<file path="src/rtl/pcs_cacheline_adapter_pkg.sv">
// Shared types for the cache-line <-> burst-memory adapter.
package pcs_cacheline_adapter_pkg;

    localparam int PCS_BEATS = 4;

    typedef enum logic [2:0] {
        IDLE,
        WR_BURST,
        RD_REQ,
        RD_WAIT,
        RESP
    } adapter_state_t;

endpackage

</file>
<file path="src/rtl/pcs_cacheline_adapter_if.sv">
// Cache-side and burst-memory-side signals of the line adapter.
// slave = adapter view, master = cache plus burst memory.
interface pcs_cacheline_adapter_if #(
    parameter int CACHE_LINE_SIZE = 256,
    parameter int BURST_WIDTH     = 64,
    parameter int ADDR_WIDTH      = 32
);
    logic [ADDR_WIDTH-1:0]      mem_addr;
    logic                       mem_read;
    logic                       mem_write;
    logic [CACHE_LINE_SIZE-1:0] mem_line_wb;
    logic [CACHE_LINE_SIZE-1:0] mem_rdata;
    logic                       mem_resp;
    logic [ADDR_WIDTH-1:0]      bmem_addr;
    logic                       bmem_read;
    logic                       bmem_write;
    logic [BURST_WIDTH-1:0]     bmem_wdata;
    logic                       bmem_ready;
    logic [BURST_WIDTH-1:0]     bmem_rdata;
    logic                       bmem_rvalid;

    modport slave (
        input  mem_addr, mem_read, mem_write, mem_line_wb,
        input  bmem_ready, bmem_rdata, bmem_rvalid,
        output mem_rdata, mem_resp,
        output bmem_addr, bmem_read, bmem_write, bmem_wdata
    );

    modport master (
        output mem_addr, mem_read, mem_write, mem_line_wb,
        output bmem_ready, bmem_rdata, bmem_rvalid,
        input  mem_rdata, mem_resp,
        input  bmem_addr, bmem_read, bmem_write, bmem_wdata
    );
endinterface

</file>
<file path="src/rtl/pcs_cacheline_adapter_line_deser.sv">
// Beat-indexed line buffer plus beat counter; holds the write line for slice
// selection or collects read beats.
module pcs_line_deser #(
    parameter int BEATS       = 4,
    parameter int BURST_WIDTH = 64
) (
    input  logic                         gclk,
    input  logic                         grst_n,
    input  logic                         i_clr,
    input  logic                         i_load,
    input  logic [BEATS*BURST_WIDTH-1:0] i_line,
    input  logic                         i_wr,
    input  logic [BURST_WIDTH-1:0]       i_beat,
    input  logic                         i_adv,
    output logic [$clog2(BEATS)-1:0]     o_cnt,
    output logic [BEATS*BURST_WIDTH-1:0] o_line,
    output logic [BURST_WIDTH-1:0]       o_slice
);
    localparam int CW = $clog2(BEATS);

    logic [BEATS-1:0][BURST_WIDTH-1:0] r_buf;
    logic [CW-1:0]                     r_cnt;

    always_ff @(posedge gclk or negedge grst_n) begin
        if (!grst_n) begin
            r_buf <= '0;
            r_cnt <= '0;
        end else begin
            if (i_load)
                r_buf <= i_line;
            else if (i_wr)
                r_buf[r_cnt] <= i_beat;
            // BEATS is a power of two, so the counter wraps naturally after the last beat
            if (i_clr)
                r_cnt <= '0;
            else if (i_adv)
                r_cnt <= r_cnt + CW'(1);
        end
    end

    assign o_cnt   = r_cnt;
    assign o_line  = r_buf;
    assign o_slice = r_buf[r_cnt];

endmodule

</file>
<file path="src/rtl/pcs_cacheline_adapter.sv">
// Splits 256-bit cache line transfers into 4-beat 64-bit memory bursts.
// Optional PCS_ADAPTER_EARLY_RESP_EN: read mem_resp in the cycle of the last beat.
module pcs_cacheline_adapter
    import pcs_cacheline_adapter_pkg::*;
#(
    parameter int CACHE_LINE_SIZE = 256,
    parameter int BURST_WIDTH     = 64,
    parameter int ADDR_WIDTH      = 32
) (
    input  logic                    gclk,
    input  logic                    grst_n,
    pcs_cacheline_adapter_if.slave  bus
);
    localparam int BEATS = CACHE_LINE_SIZE / BURST_WIDTH;
    localparam int CW    = $clog2(BEATS);
    localparam int OFS_W = $clog2(CACHE_LINE_SIZE / 8);
    localparam logic [ADDR_WIDTH-1:0] ADDR_MASK = ~ADDR_WIDTH'((64'd1 << OFS_W) - 64'd1);

    adapter_state_t              r_state, w_nxt;
    logic [ADDR_WIDTH-1:0]       r_addr;
    logic                        w_clr, w_load, w_wr, w_adv, w_lat;
    logic                        w_resp, w_rd, w_bw, w_early;
    logic [CW-1:0]               w_cnt;
    logic [CACHE_LINE_SIZE-1:0]  w_line;
    logic [BURST_WIDTH-1:0]      w_slice;
    logic                        w_last;

    pcs_line_deser #(.BEATS(BEATS), .BURST_WIDTH(BURST_WIDTH)) u_deser (
        .gclk    (gclk),
        .grst_n  (grst_n),
        .i_clr   (w_clr),
        .i_load  (w_load),
        .i_line  (bus.mem_line_wb),
        .i_wr    (w_wr),
        .i_beat  (bus.bmem_rdata),
        .i_adv   (w_adv),
        .o_cnt   (w_cnt),
        .o_line  (w_line),
        .o_slice (w_slice)
    );

    assign w_last = (w_cnt == CW'(BEATS - 1));

    always_ff @(posedge gclk or negedge grst_n) begin
        if (!grst_n) begin
            r_state <= IDLE;
            r_addr  <= '0;
        end else begin
            r_state <= w_nxt;
            if (w_lat)
                r_addr <= bus.mem_addr & ADDR_MASK;
        end
    end

    always_comb begin
        w_nxt   = r_state;
        w_clr   = 1'b0;
        w_load  = 1'b0;
        w_wr    = 1'b0;
        w_adv   = 1'b0;
        w_lat   = 1'b0;
        w_resp  = 1'b0;
        w_rd    = 1'b0;
        w_bw    = 1'b0;
        w_early = 1'b0;
        case (r_state)
            IDLE: begin
                // write has priority; a simultaneous read is dropped
                if (bus.mem_write) begin
                    w_load = 1'b1;
                    w_clr  = 1'b1;
                    w_lat  = 1'b1;
                    w_nxt  = WR_BURST;
                end else if (bus.mem_read) begin
                    w_clr = 1'b1;
                    w_lat = 1'b1;
                    w_nxt = RD_REQ;
                end
            end
            WR_BURST: begin
                w_bw = 1'b1;
                if (bus.bmem_ready) begin
                    w_adv = 1'b1;
                    if (w_last)
                        w_nxt = RESP;
                end
            end
            RD_REQ: begin
                w_rd = 1'b1;
                if (bus.bmem_ready)
                    w_nxt = RD_WAIT;
            end
            RD_WAIT: begin
                if (bus.bmem_rvalid) begin
                    w_wr  = 1'b1;
                    w_adv = 1'b1;
                    if (w_last) begin
`ifdef PCS_ADAPTER_EARLY_RESP_EN
                        w_resp  = 1'b1;
                        w_early = 1'b1;
                        w_nxt   = IDLE;
`else
                        w_nxt   = RESP;
`endif
                    end
                end
            end
            RESP: begin
                w_resp = 1'b1;
                w_nxt  = IDLE;
            end
            default: w_nxt = IDLE;
        endcase
    end

    assign bus.mem_resp   = w_resp;
    assign bus.bmem_addr  = r_addr;
    assign bus.bmem_read  = w_rd;
    assign bus.bmem_write = w_bw;
    assign bus.bmem_wdata = w_bw ? w_slice : '0;

`ifdef PCS_ADAPTER_EARLY_RESP_EN
    // last beat bypasses the buffer so the line is complete in the rvalid cycle
    assign bus.mem_rdata = w_early ?
        {bus.bmem_rdata, w_line[CACHE_LINE_SIZE-BURST_WIDTH-1:0]} : w_line;
`else
    assign bus.mem_rdata = w_line;
`endif

    always_ff @(posedge gclk) begin
        if (grst_n && r_state == IDLE)
            assert (!(bus.mem_write && bus.mem_read))
            else $warning("pcs_cacheline_adapter: mem_read dropped, issued together with mem_write");
    end

endmodule
</file>
<file path="src/flat_wrapper.sv">
// flat-port wrapper written by rule: the top's interface ports become plain ports
module pcs_cacheline_adapter_flat import pcs_cacheline_adapter_pkg::*;
#(
    parameter int CACHE_LINE_SIZE = 256,
    parameter int BURST_WIDTH     = 64,
    parameter int ADDR_WIDTH      = 32
)
  (gclk, grst_n, bus_mem_addr, bus_mem_read, bus_mem_write, bus_mem_line_wb, bus_bmem_ready, bus_bmem_rdata, bus_bmem_rvalid, bus_mem_rdata, bus_mem_resp, bus_bmem_addr, bus_bmem_read, bus_bmem_write, bus_bmem_wdata);
  pcs_cacheline_adapter_if #(.CACHE_LINE_SIZE(CACHE_LINE_SIZE), .BURST_WIDTH(BURST_WIDTH), .ADDR_WIDTH(ADDR_WIDTH)) bus_i ();
  input  logic gclk;
  input  logic grst_n;
  input wire logic [$bits(bus_i.mem_addr)-1:0] bus_mem_addr;
  input wire logic [$bits(bus_i.mem_read)-1:0] bus_mem_read;
  input wire logic [$bits(bus_i.mem_write)-1:0] bus_mem_write;
  input wire logic [$bits(bus_i.mem_line_wb)-1:0] bus_mem_line_wb;
  input wire logic [$bits(bus_i.bmem_ready)-1:0] bus_bmem_ready;
  input wire logic [$bits(bus_i.bmem_rdata)-1:0] bus_bmem_rdata;
  input wire logic [$bits(bus_i.bmem_rvalid)-1:0] bus_bmem_rvalid;
  output wire logic [$bits(bus_i.mem_rdata)-1:0] bus_mem_rdata;
  output wire logic [$bits(bus_i.mem_resp)-1:0] bus_mem_resp;
  output wire logic [$bits(bus_i.bmem_addr)-1:0] bus_bmem_addr;
  output wire logic [$bits(bus_i.bmem_read)-1:0] bus_bmem_read;
  output wire logic [$bits(bus_i.bmem_write)-1:0] bus_bmem_write;
  output wire logic [$bits(bus_i.bmem_wdata)-1:0] bus_bmem_wdata;
  assign bus_i.mem_addr = bus_mem_addr;
  assign bus_i.mem_read = bus_mem_read;
  assign bus_i.mem_write = bus_mem_write;
  assign bus_i.mem_line_wb = bus_mem_line_wb;
  assign bus_i.bmem_ready = bus_bmem_ready;
  assign bus_i.bmem_rdata = bus_bmem_rdata;
  assign bus_i.bmem_rvalid = bus_bmem_rvalid;
  assign bus_mem_rdata = bus_i.mem_rdata;
  assign bus_mem_resp = bus_i.mem_resp;
  assign bus_bmem_addr = bus_i.bmem_addr;
  assign bus_bmem_read = bus_i.bmem_read;
  assign bus_bmem_write = bus_i.bmem_write;
  assign bus_bmem_wdata = bus_i.bmem_wdata;
  pcs_cacheline_adapter #(.CACHE_LINE_SIZE(CACHE_LINE_SIZE), .BURST_WIDTH(BURST_WIDTH), .ADDR_WIDTH(ADDR_WIDTH)) u_core (.gclk(gclk), .grst_n(grst_n), .bus(bus_i));
endmodule
</file>
<file path="config.mk">
export PLATFORM = sky130hd
export DESIGN_NAME = pcs_cacheline_adapter_flat
export DESIGN_NICKNAME = d
export VERILOG_FILES = /design/src/rtl/pcs_cacheline_adapter_pkg.sv /design/src/rtl/pcs_cacheline_adapter_if.sv /design/src/rtl/pcs_cacheline_adapter_line_deser.sv /design/src/rtl/pcs_cacheline_adapter.sv /design/src/flat_wrapper.sv
export SDC_FILE = /design/constraint.sdc
export NUM_CORES = 1
export LEC_CHECK = 0
export CAP_MARGIN = 40
export CORE_AREA = 3 3 274 276
export CTS_CLUSTER_SIZE = 25
export DETAILED_ROUTE_END_ITERATION = 10
export DIE_AREA = 0 0 277 279
export HOLD_SLACK_MARGIN = 0.06
export PLACE_DENSITY_LB_ADDON = 0.3
export RECOVER_POWER = 50
export SETUP_SLACK_MARGIN = 0.2
export SLEW_MARGIN = 25
export SYNTH_ARGS = -nofsm -noshare
export SYNTH_HDL_FRONTEND = slang
export SYNTH_SLANG_ARGS = --single-unit
</file>
<file path="constraint.sdc">
create_clock -name gclk -period 3 [get_ports gclk]
set_clock_uncertainty 0.1 [all_clocks]
set_input_delay 0.6 -clock gclk [delete_from_list [all_inputs] [get_ports gclk]]
set_output_delay 0.6 -clock gclk [all_outputs]
set_load 0.03 [all_outputs]
</file>
==> impl_metrics.tcl, run 1 <==
set metrics [dict create \
    peakVddDrop_mv 0.877 \
    switching_share_pct 43.8 \
    postSynthCellCount 1621 \
    routed_wl_um 77000 \
    routedWlPerCell_um 23.1 \
    hp-class "flop to flop" \
    cellLeakagePower_nw 14.6 \
    syn_to_final_growth_pct 59.1 \
    yosysTopAreaCell "dfrtp_1" \
    yosysWarningCount 0 \
    cts.sinks 288 \
    place_hpwl_um 53500 \
    vias 15000 \
    final-hold-violation-count 0 \
    cts_buffers 37 \
    cp.required_ns 2.30 \
    violations "max-capacitance violations, max-slew violations" \
    grt_setup_unrepaired "yes" \
    die_area_mm2 0.0773 \
    ys_ff_latch 288 \
    drive_gt1_share_pct 27.2 \
    syn-cell-area_mm2 0.0177 \
    yosysTopAreaCellShare_pct 40.7 \
    fin_setup_tns_ns 0 \
    core-area_mm2 0.0728 \
    viasPerCell 4.50 \
    synth-compound-area-share_pct 0.551 \
    ant_nets 0 \
    grt_overflow_total 0 \
    worst_pin_slew_ns 2.14 \
    htreeDepth 2 \
    synth_mux_area_share_pct 40.6 \
    io_pins 713 \
    slew_violations 65 \
    grt_pass1_wl_um 111000 \
    max_freq_mhz 337 \
    synth-simple-area-share_pct 8.39 \
    max_cap_viol_count 1 \
    antenna_found_initial 10 \
    syn_area_per_cell_um2 10.9 \
    ys_seq_area_share_pct 40.7 \
    die_h_um 279 \
    slew_headroom_pct -42.5 \
    pwr-share-clk_pct 14.9 \
    cp.arrival_ns 2.27 \
    synth.distinct_cells 29 \
    power.switching_mw 13.2 \
    start_kind "flop" \
    path_max_fanout 6 \
    cp-end-kind "primary output" \
    track_usage_pct 18.8 \
    cts_buffer_depth 3 \
    clk_pin_slew_ns 0.06 \
    synth.area.top_cells "dfrtp_1 (41%), mux2_2 (18%), mux2i_1 (15%), mux4_2 (8.1%), inv_1 (5.5%)" \
    design_area_mm2 0.0282 \
    root_buffer "clkbuf_16" \
    seqPwrFrac_pct 23.5 \
    layout.nets 2710 \
    synth-xor-area-share_pct 0 \
    drtPass1Iterations 4 \
    layout_setup_ws_ns 0.0338 \
    synth_fa_ha_area_share_pct 0.282 \
    dp_slack_ns 0.129 \
    cts_tree "done" \
    initial_utilization_pct 24.3 \
    grt_max_degree 68 \
    grt_pass1_vias 16300 \
    placed_area_mm2 0.0261 \
    finalCriticalPeriod_ns 2.97 \
    setup_viol 0 \
    rows 99 \
    place.gp.congestion 0.881 \
    path_class "flop to primary output" \
    initialDrtViolationCount 783 \
    status "finished with violations" \
    post-route-drc-count 0 \
    p_int_mw 17.0 \
    die_width_um 277 \
    p_comb_share_pct 61.6 \
    clk_latency_ns 0.52 \
    fin_crit_sh_pct 98.9 \
    powerDensity_mw_per_mm2 1070 \
    numPortBuffers 702 \
    synth_top_family_by_area "multiplexers" \
]
==> layout make-up <==
type	count	area, µm²
diodes	5	12.5
clock inverters	10	106
flip-flops and latches	288	7210
well taps	959	1200
repair buffers	799	8520
multi-input cells	964	9080
fillers	7084	44600
clock buffers	53	1100
inverters	258	968
==> layout by cell type (no fill, tap or decap), drive strengths merged, types with 2 or more instances in the layout <==
| master | n |
|---|---|
| a21oi | 7 |
| and2 | 64 |
| buf | 151 |
| bufinv | 2 |
| clkbuf | 64 |
| clkdlybuf4s50 | 499 |
| clkinv | 7 |
| conb | 5 |
| dfrtp | 288 |
| diode | 5 |
| dlygate4sd2 | 2 |
| dlygate4sd3 | 136 |
| ha | 4 |
| inv | 258 |
| mux2 | 283 |
| mux2i | 257 |
| mux4 | 64 |
| nand2 | 257 |
| nand4 | 4 |
| nor2 | 4 |
| nor3 | 3 |
| nor3b | 2 |
| o21ai | 2 |
| or3b | 2 |
==> logic make-up (layout without fill, tap and decap cells) <==
logic type | after synthesis | after routing
adder cells (fa/ha/maj) | 4 | 4
AO/OA/AOI/OAI | 10 | 10
AND/OR/NAND/NOR | 341 | 341
multiplexers | 604 | 604
other | 1 | 10
buffers and inverters | 373 | 1120
flip-flops | 288 | 288
==> layer usage <==
metal / vias to the layer above / global-route usage, % / part of all wire [%]
met2: 539 / 33.6 / 50
li1: 6810 / - / -
met5: - / 0 / 0.065
met1: 7544 / 22.5 / 41
met4: 8 / 5.00 / 2.4
met3: 96 / 4.92 / 6.6
==> through the flow <==
| stage | cells | hold slack [ns] | power [mW] | utilization [%] |
|---|---|---|---|---|
| after CTS | 3321 | 0.410 | 30.7 | 38.5 |
| after floorplan | 1625 | 0.204 | 16.7 | - |
| final | 3336 | 0.400 | 30.2 | 38.7 |
| after global routing | 3335 | 0.415 | 31.7 | 38.7 |
| after global placement | 3235 | 0.390 | 24.4 | 35.8 |
| after detailed placement | 3235 | 0.397 | 24.6 | 35.8 |
==> power groups by stage <==
stage / sequential [mW] / clock [mW] / combinational (mW)
after floorplan: 9.88 / 0 / 6.85
after global placement: 7.25 / 0 / 17.2
after detailed placement: 7.32 / 0 / 17.3
after CTS: 7.14 / 4.62 / 18.9
after global routing: 7.31 / 4.78 / 19.6
final: 7.10 / 4.49 / 18.6
==> synthesized netlist by cell type <==
master and count:
or3_1 1, nor2_1 4, nor4_1 1, or3b_1 1, or4b_1 1, o21ai_0 2
conb_1 1, and2_1 64, mux4_2 64, buf_4 6, dfrtp_1 288, a211oi_1 1
nand4_1 4, buf_6 28, nand2_1 257, mux2i_1 257, nor2b_1 1, a21oi_4 4
buf_2 36, buf_1 2, mux2_2 283, ha_1 4, a21oi_1 3, nor3_1 3
inv_1 258, nand2b_1 1, or3b_2 1, clkbuf_1 43, nor3b_1 2
==> final timing paths <==
| path | endpoint | slack, ns | startpoint | cells past startpoint |
|---|---|---|---|---|
| max in group asynchronous | u_core.u_deser.o_line[57]$_DFFE_PN0P_ | 0.29 | grst_n | 3 |
| hold reg to reg | u_core.bus.bmem_addr[27]$_DFFE_PN0P_ | 0.40 | u_core.bus.bmem_addr[27]$_DFFE_PN0P_ | 1 |
| setup / recovery | bus_bmem_wdata[23] | 0.03 | u_core.u_deser.o_cnt[0]$_DFFE_PN0P_ | 6 |
| setup reg to reg | u_core.u_deser.o_line[41]$_DFFE_PN0P_ | 0.28 | u_core.u_deser.o_cnt[0]$_DFFE_PN0P_ | 10 |
| min in group asynchronous | u_core.u_deser.o_line[166]$_DFFE_PN0P_ | 1.14 | grst_n | 2 |
| hold / removal | u_core.bus.bmem_addr[27]$_DFFE_PN0P_ | 0.40 | u_core.bus.bmem_addr[27]$_DFFE_PN0P_ | 1 |
==> critical path, stage by stage (launching register included) <==
cell and delay (ns):
dfrtp_4 0.50, buf_12 0.15, buf_12 0.14, buf_12 0.14, mux4_2 0.47, and2_4 0.19
buf_12 0.13
==> state kept, by name (all words and copies together) (netlist names) <==
signal	flops
u_core.u_deser.o_line	256
u_core.bus.bmem_addr	27
u_core.r_state	3
u_core.u_deser.o_cnt	2
==> timing repair <==
action / in CTS / in global routing
hold endpoints to repair: 58 / 0
cloned: 4 / 6
setup buffers: 18 / 4
pin swaps: 6 / 1
resized for setup: 270 / 8
hold buffers: 1 / 0
endpoints found under the setup margin: 66 / 136
(Power assumes the default switching activity.)
==> run 2: changes to the inputs <==
- CTS_CLUSTER_SIZE: 25 -> not set
==> results of run 2 <==
Final layout, timing and power as in run 1 (identical DEF).
